### config.mk
export PLATFORM = sky130hd
export DESIGN_NAME = instr_fetch_queue
export DESIGN_NICKNAME = d
export VERILOG_FILES = /design/src/rtl/instr_fetch_queue.sv
export SDC_FILE = /design/constraint.sdc
export NUM_CORES = 1
export LEC_CHECK = 0
export CAP_MARGIN = 0
export CORE_ASPECT_RATIO = 1.1
export CORE_MARGIN = 4
export CORE_UTILIZATION = 50
export DETAILED_ROUTE_END_ITERATION = 8
export PLACE_DENSITY_LB_ADDON = 0.05
export SLEW_MARGIN = 10
export SYNTH_ARGS = -nofsm -noshare
export SYNTH_HDL_FRONTEND = slang
export SYNTH_SLANG_ARGS = --single-unit
### constraint.sdc
create_clock -name clk -period 8.8 [get_ports clk]
set_input_delay 1.32 -clock clk [delete_from_list [all_inputs] [get_ports clk]]
set_output_delay 1.32 -clock clk [all_outputs]
set_load 0.05 [all_outputs]
### src/rtl/instr_fetch_queue.sv
// instr_fetch_queue: PC sequencer with jump/branch redirect feeding a small instruction FIFO
module instr_fetch_queue #(
  parameter int ADDR_W = 32,
  parameter int DEPTH = 4,
  parameter logic [ADDR_W-1:0] RESET_PC = '0,
  parameter bit BR_ON_ZERO = 1'b1
) (
  input  logic                     clk,
  input  logic                     reset_n,
  output logic                     imem_req,
  output logic [ADDR_W-1:0]        imem_addr,
  input  logic [31:0]              imem_rdata,
  output logic                     out_valid,
  input  logic                     out_ready,
  output logic [31:0]              out_instr,
  output logic [ADDR_W-1:0]        out_pc,
  input  logic [ADDR_W-1:0]        rs_pc,
  input  logic                     Branch,
  input  logic                     zero,
  input  logic                     jr,
  input  logic                     jl,
  input  logic [15:0]              Imm16,
  input  logic [25:0]              TargetAddr,
  input  logic [ADDR_W-1:0]        Da,
  output logic [$clog2(DEPTH):0]   count
);
  localparam int PW = $clog2(DEPTH);
  localparam int CW = PW + 1;
  localparam logic [1:0] START = 2'd0;
  localparam logic [1:0] FETCH = 2'd1;
  localparam logic [1:0] FULL  = 2'd2;
  localparam logic [1:0] REDIR = 2'd3;
  logic [1:0]        state_q, state_d;
  logic [ADDR_W-1:0] fetch_pc_q, fetch_pc_d;
  logic [CW-1:0]     count_q, count_d;
  logic              inflight_q, inflight_d;
  logic [ADDR_W-1:0] inflight_pc_q, inflight_pc_d;
  logic [PW-1:0]     wr_ptr_q, wr_ptr_d, rd_ptr_q, rd_ptr_d;
  logic [31:0]       instr_q [DEPTH];
  logic [31:0]       instr_d [DEPTH];
  logic [ADDR_W-1:0] pcs_q [DEPTH];
  logic [ADDR_W-1:0] pcs_d [DEPTH];
  logic              redirect, room, push, pop, has;
  logic [ADDR_W-1:0] jl_tgt, br_tgt, target;
  always_comb begin
    redirect = reset_n & (jl | jr | (Branch & (zero == BR_ON_ZERO)));
    jl_tgt = (rs_pc & ~ADDR_W'(28'hfff_ffff)) | ADDR_W'({TargetAddr, 2'b00});
    br_tgt = rs_pc + ADDR_W'(4) + {{(ADDR_W-18){Imm16[15]}}, Imm16, 2'b00};
    target = jl ? jl_tgt : jr ? (Da & ~ADDR_W'(3)) : br_tgt;
    room = (count_q + CW'(inflight_q)) < CW'(DEPTH);
    imem_addr = fetch_pc_q & ~ADDR_W'(3);
    // requests are held off in a redirect cycle so nothing stale lands in the flushed queue
    imem_req = reset_n & ~redirect & (state_q == FETCH) & room;
    push = inflight_q & ~redirect;
    has = reset_n && count_q != '0;
    out_valid = has & ~redirect;
    pop = out_valid & out_ready;
    out_instr = has ? instr_q[rd_ptr_q] : '0;
    out_pc = has ? pcs_q[rd_ptr_q] : '0;
    count = count_q;
    state_d = redirect ? REDIR : (state_q == START || state_q == REDIR) ? FETCH : room ? FETCH : FULL;
    fetch_pc_d = redirect ? target : imem_req ? fetch_pc_q + ADDR_W'(4) : fetch_pc_q;
    inflight_d = imem_req;
    inflight_pc_d = imem_addr;
    wr_ptr_d = redirect ? '0 : wr_ptr_q + PW'(push);
    rd_ptr_d = redirect ? '0 : rd_ptr_q + PW'(pop);
    count_d = redirect ? '0 : count_q + CW'(push) - CW'(pop);
    instr_d = instr_q;
    pcs_d = pcs_q;
    if (push) begin
      instr_d[wr_ptr_q] = imem_rdata;
      pcs_d[wr_ptr_q] = inflight_pc_q;
    end
  end
  always_ff @(posedge clk) begin
    if (!reset_n) begin
      state_q <= START;
      fetch_pc_q <= RESET_PC;
      count_q <= '0;
      inflight_q <= 1'b0;
      inflight_pc_q <= '0;
      wr_ptr_q <= '0;
      rd_ptr_q <= '0;
    end else begin
      state_q <= state_d;
      fetch_pc_q <= fetch_pc_d;
      count_q <= count_d;
      inflight_q <= inflight_d;
      inflight_pc_q <= inflight_pc_d;
      wr_ptr_q <= wr_ptr_d;
      rd_ptr_q <= rd_ptr_d;
    end
  end
  always_ff @(posedge clk) begin
    instr_q <= instr_d;
    pcs_q <= pcs_d;
  end
endmodule

==> results of run 1 <==
## worst max-delay path, cell delays in order
cell and delay, ps:
clkdlybuf4s50_1 600, buf_4 320, or2_2 410, a21o_1 480, nor2_1 230, clkdlybuf4s50_1 830
## cell type report
cell class / count / area, um^2
clock inverter: 16 / 191
inverter: 21 / 78.8
timing repair buffer: 247 / 2450
clock buffer: 38 / 822
tap: 374 / 468
fill: 2276 / 10900
multi-input combinational: 678 / 5760
sequential: 318 / 8860
## power breakdown
| part | switching [uW] | total, uW | internal [uW] |
|---|---|---|---|
| logic | 241 | 429 | 188 |
| clock network | 517 | 1290 | 777 |
| registers | 32.2 | 1680 | 1640 |
| total | 790 | 3400 | 2610 |
## stage by stage
step                hold WS (ps)  setup slack [ps]  power (uW)  area [um^2]  instances
global route                 487              3110        3540        18600       1692
floorplan                    438              1240        1970        14900       1079
CTS                          463              3250        3430        18600       1692
detailed placement           461              3240        2130        17600       1638
global placement             451              3250        2130        17600       1638
finish                       468              3270        3400        18600       1692
## cells in the mapped netlist, drive strengths merged, types with 25 or more instances
cell | count | area (um^2)
dfxtp | 70 | 1400
mux4 | 62 | 1400
and2 | 36 | 225
o21ai | 37 | 185
edfxtp | 248 | 7450
a21oi | 45 | 233
nand2 | 58 | 218
ha | 63 | 788
clkbuf | 41 | 154
nor2 | 37 | 139
xor2 | 28 | 245
nor2b | 65 | 407
xnor2 | 25 | 219
## path summary, 6_finish.rpt
path                startpoint   endpoint  slack, ps  cells after the start
max                         jl  out_valid       3270                      6
min          inflight_pc_q[19]  pcs_q[83]        470                      0
max reg2reg           count[1]   count[2]       5820                     11
min reg2reg  inflight_pc_q[19]  pcs_q[83]        470                      0
## logic make-up after synthesis
kind of cell / Yosys count / share of synthesized area [%]
xor+xnor: 53 / 3.11
fa+ha+maj: 65 / 5.56
mux: 72 / 10.1
simple gates: 291 / 10.8
buf+inv: 83 / 2.32
flops: 318 / 59.4
compound gates: 193 / 8.79
other cells: 1 / 0.0252
## state kept, by name, summed over array words and instances, names as in the netlist
name / flops
count: 3
state_q: 2
rd_ptr_q: 2
inflight_pc_q: 30
instr_q: 128
pcs_q: 120
wr_ptr_q: 2
fetch_pc_q: 30
inflight_q: 1
## metal layers
metal,vias up,track usage [%]
met5,-,0
met4,0,4.98
met3,44,4.67
met2,270,35.2
met1,4568,26.1
li1,4567,-
==> flow_summary_export.csv, run 1 <==
group,metric,value,unit
grt,grt_pass1_vias,9831,
finish,fin_util,63.2,%
route,drc,0,
finish,final_common_cell,"edfxtp_1",
clock_network,clock_path_buffers,3,
die,start_util,50.6,%
route,dr.first_iter.drc_count,498,
worst_setup_path,cp_data_required_time,7480,ps
die,fp.dieW,173,um
timing,fmax,0.181,GHz
die,fp.coreArea,29500,um^2
clock_network,post-cts-setup-buffers,0,
route,ant_nets,0,
die,io_pins,246,
clock_network,clk_pin_slew_worst_paths,60,ps
clock_network,clock_sinks,318,
min_path,hp-class,"flop to flop",
logic_synthesis,yosys_warnings,0,
logic_synthesis,yosysSeqAreaShare,59.4,%
status,outcome,"complete, no violations",
placed_design,io_buffers,237,
timing,tns,0,ps
placed_design,hpwl,23000,um
die,rows,66,
clock_network,h-tree-depth,1,
finish,num_antenna_cells,0,
placed_design,gp_congestion,0.871,
grt,grt_usage,20.3,%
clock_network,ctsResizeCount,0,
worst_setup_path,cp-end-kind,"output port",
power_and_ir_drop,ir_worst_vdd,0.149,mV
clock_network,clock_latency,540,ps
grt,grt_max_degree,64,
timing,min_period,5530,ps
timing,drv_slew,0,
route,routed_wl,33500,um
timing,tightest_slew,967,ps
timing,post-route-period-util,62.8,%
grt,grt_overflow,0,
finish,layout.nets,1505,
logic_synthesis,synthFlopType,"edfxtp_1",
logic_synthesis,syn_area,14900,um^2
timing,relSlewSlack,35.5,%
timing,finalSetupViolCount,0,
job,max_cap_viol_count,0,
worst_setup_path,worstSetupPathType,"input port to output port",
power_and_ir_drop,power.density,183,nW/um^2
finish,final_cell_mix,"edfxtp_1 (248), clkdlybuf4s50_1 (237), dfxtp_1 (68)",
power_and_ir_drop,cellLeakagePower,0.00643,uW
die,die_h,189,um
route,wl_met3,2360,um
route,routedWlPerCell,19.8,um
route,drt-vias-per-instance,5.58,
timing,rsz0062_at_grt,"no",
die,die_area,32600,um^2
route,maxUsedRoutingLayer,"met4",
logic_synthesis,async_flop_share,0,%
route,dr.pass1.iters,5,
worst_setup_path,cp-start-kind,"input port",
worst_setup_path,cp.arrival,4210,ps
route,drt-met1-wl,14200,um
route,dr_wl_met2,16300,um
finish,area_growth,24.9,%
grt,antenna_found_initial,0,
timing,hold_viol_final,0,
clock_network,cts_root_buffer,"clkbuf_16",
logic_synthesis,synth_edf_count,248,
clock_network,hold_buffers,0,
worst_setup_path,cp_max_fo,21,
grt,grt_pass1_wl,53300,um
clock_network,cts_tree,"built",
logic_synthesis,syn_area_per_cell,13.9,um^2
logic_synthesis,ys_seq_elements,318,
route,vias,9449,
logic_synthesis,synth.distinct_cells,70,
logic_synthesis,synthCells,1076,
finish,drive_gt1_share,10.5,%
timing,finalClockSkew,19.4,ps
clock_network,cts_inserted_buffers,29,
Power figures use the tool's default switching activity.
==> run 2, diff against run 1 <==
- CORE_UTILIZATION: 50 -> 49
- clock period: 8.8 -> 4.87 ns (I/O delays scaled with it)
==> flow_summary_export.csv, run 2 (synthesis results as in run 1) <==
group,metric,value,unit
finish,fin_util,62.6,%
job,max_cap_viol_count,0,
clock_network,clock_latency,550,ps
timing,relSlewSlack,38.0,%
grt,grt_max_degree,63,
die,die_area,33300,um^2
worst_setup_path,worstSetupPathType,"flop to output port",
worst_setup_path,path_depth,3,
worst_setup_path,cp_data_required_time,4140,ps
timing,tightest_slew,929,ps
worst_setup_path,crit_buf_inv,1,
clock_network,hold_buffers,0,
worst_setup_path,cp-start-kind,"flop",
finish,largest_reg_flops,128,
route,drt-vias-per-instance,5.51,
clock_network,clock_sinks,318,
finish,layout.nets,1513,
timing,tns,0,ps
worst_setup_path,cp-end-kind,"output port",
worst_setup_path,ff2ff_setup_slack,1750,ps
placed_design,dpl_cell_area,17700,um^2
worst_setup_path,cp.arrival,3010,ps
die,io_pins,246,
placed_design,preCtsSetupSlack,737,ps
route,drc,0,
timing,drv_slew,0,
clock_network,clock_path_buffers,3,
finish,area_growth,25.3,%
status,outcome,"complete, no violations",
route,ant_nets,0,
worst_setup_path,cp_slowest_cell,"dfxtp_4",
finish,drive_gt1_share,14.4,%
worst_setup_path,cp_max_fo,44,
timing,finalClockSkew,17.9,ps
clock_network,ctsResizeCount,0,
route,routed_wl,34800,um
clock_network,post-cts-setup-buffers,0,
grt,antenna_found_initial,1,
finish,final_common_cell,"edfxtp_1",
worst_setup_path,r2r_end,"count[2]",
worst_setup_path,worst_path_largest_cell_delay,950,ps
die,die_h,191,um
grt,grt_pass1_vias,9910,
worst_setup_path,critical-path-top-delay-family,"flip-flops",
route,dr.first_iter.drc_count,580,
die,rows,66,
worst_setup_path,worstSetupEndpoint,"out_pc[9]",
timing,fin_ws,1120,ps
die,fp.coreArea,29800,um^2
power_and_ir_drop,ir_worst_vdd,0.272,mV
worst_setup_path,worstPathCellList,"mux4_2 -> nor2b_1 -> clkdlybuf4s50_1",
route,routedWlPerCell,20.0,um
timing,fmax,0.267,GHz
placed_design,hpwl,24000,um
grt,grt_pass1_wl,54800,um
route,vias,9552,
finish,fin_area,18700,um^2
timing,min_period,3750,ps
worst_setup_path,startpoint,"rd_ptr_q[0]",
min_path,hp-class,"flop to flop",
clock_network,clk_pin_slew_worst_paths,60,ps
finish,final_cell_mix,"edfxtp_1 (248), clkdlybuf4s50_1 (194), dfxtp_1 (68)",
grt,grt_usage,20.6,%
timing,finalSetupViolCount,0,
placed_design,io_buffers,237,
clock_network,cts_tree,"built",
timing,post-route-period-util,76.9,%
placed_design,gp_congestion,0.879,
finish,top_register,"instr_q",
timing,hold_viol_final,0,
finish,reg_top3,"instr_q (128), pcs_q (120)",
worst_setup_path,r2r_start,"count[1]",
power_and_ir_drop,p_total,6100,uW
clock_network,cts_root_buffer,"clkbuf_16",
route,dr.pass1.iters,5,
power_and_ir_drop,power.density,327,nW/um^2
finish,num_antenna_cells,0,
die,fp.dieW,174,um
grt,grt_overflow,0,
power_and_ir_drop,cellLeakagePower,0.00657,uW
worst_setup_path,reg2regPathDepth,12,
die,start_util,50.0,%
clock_network,cts_inserted_buffers,30,
timing,rsz0062_at_grt,"no",
clock_network,h-tree-depth,1,
run 2: cell count changes in the layout (fill, tap and decap cells not counted), sizes merged:
cell and change:
inv +2, clkdlybuf4s50 -43, bufinv -3, clkinv -2, buf +50, clkbuf +4
run 2: per-layer routing:
layer / track usage, % / vias up / share of wire [%]
li1: - / 4577 / -
met2: 35.7 / 284 / 50
met4: 4.39 / 2 / 1.4
met5: 0 / - / 0.037
met1: 26.7 / 4650 / 41
met3: 4.61 / 39 / 7.1
run 2: worst reg2reg max path: cells and delay by family, from the launching register on:
kind / cells / cell delay [ps]
compound gates: 1 / 640
xor+xnor: 2 / 300
fa+ha+maj: 3 / 780
buf+inv: 3 / 510
flops: 1 / 390
simple gates: 3 / 410
run 2: through the flow:
step                      hold WS, ps  std cells
after CTS                         472       1734
after global placement            453       1679
final                             473       1734
after detailed placement          459       1679
after global routing              495       1734
after floorplan                   438       1079
run 2: cell type report:
class	count	area [um^2]
Clock buffer	42	888
Clock inverter	13	113
Fill cell	2311	11100
Inverter	21	78.8
Multi-Input combinational cell	678	5760
Sequential cell	318	8860
Tap cell	408	510
Timing Repair Buffer	254	2470
run 2: worst min-delay path by stage:
stage	from	endpoint	slack [ps]	cells after the start
floorplan	inflight_pc_q[4]	pcs_q[100]	440	0
global placement	inflight_pc_q[11]	pcs_q[43]	450	0
detailed placement	inflight_pc_q[7]	pcs_q[103]	460	0
CTS	inflight_pc_q[7]	pcs_q[103]	470	0
global route	inflight_pc_q[3]	pcs_q[99]	490	0
finish	inflight_pc_q[7]	pcs_q[103]	470	0
run 2: where the power goes:
| group | internal, uW | switching, uW |
|---|---|---|
| clock | 1330 | 959 |
| combinational | 342 | 437 |
| sequential | 2970 | 58.9 |
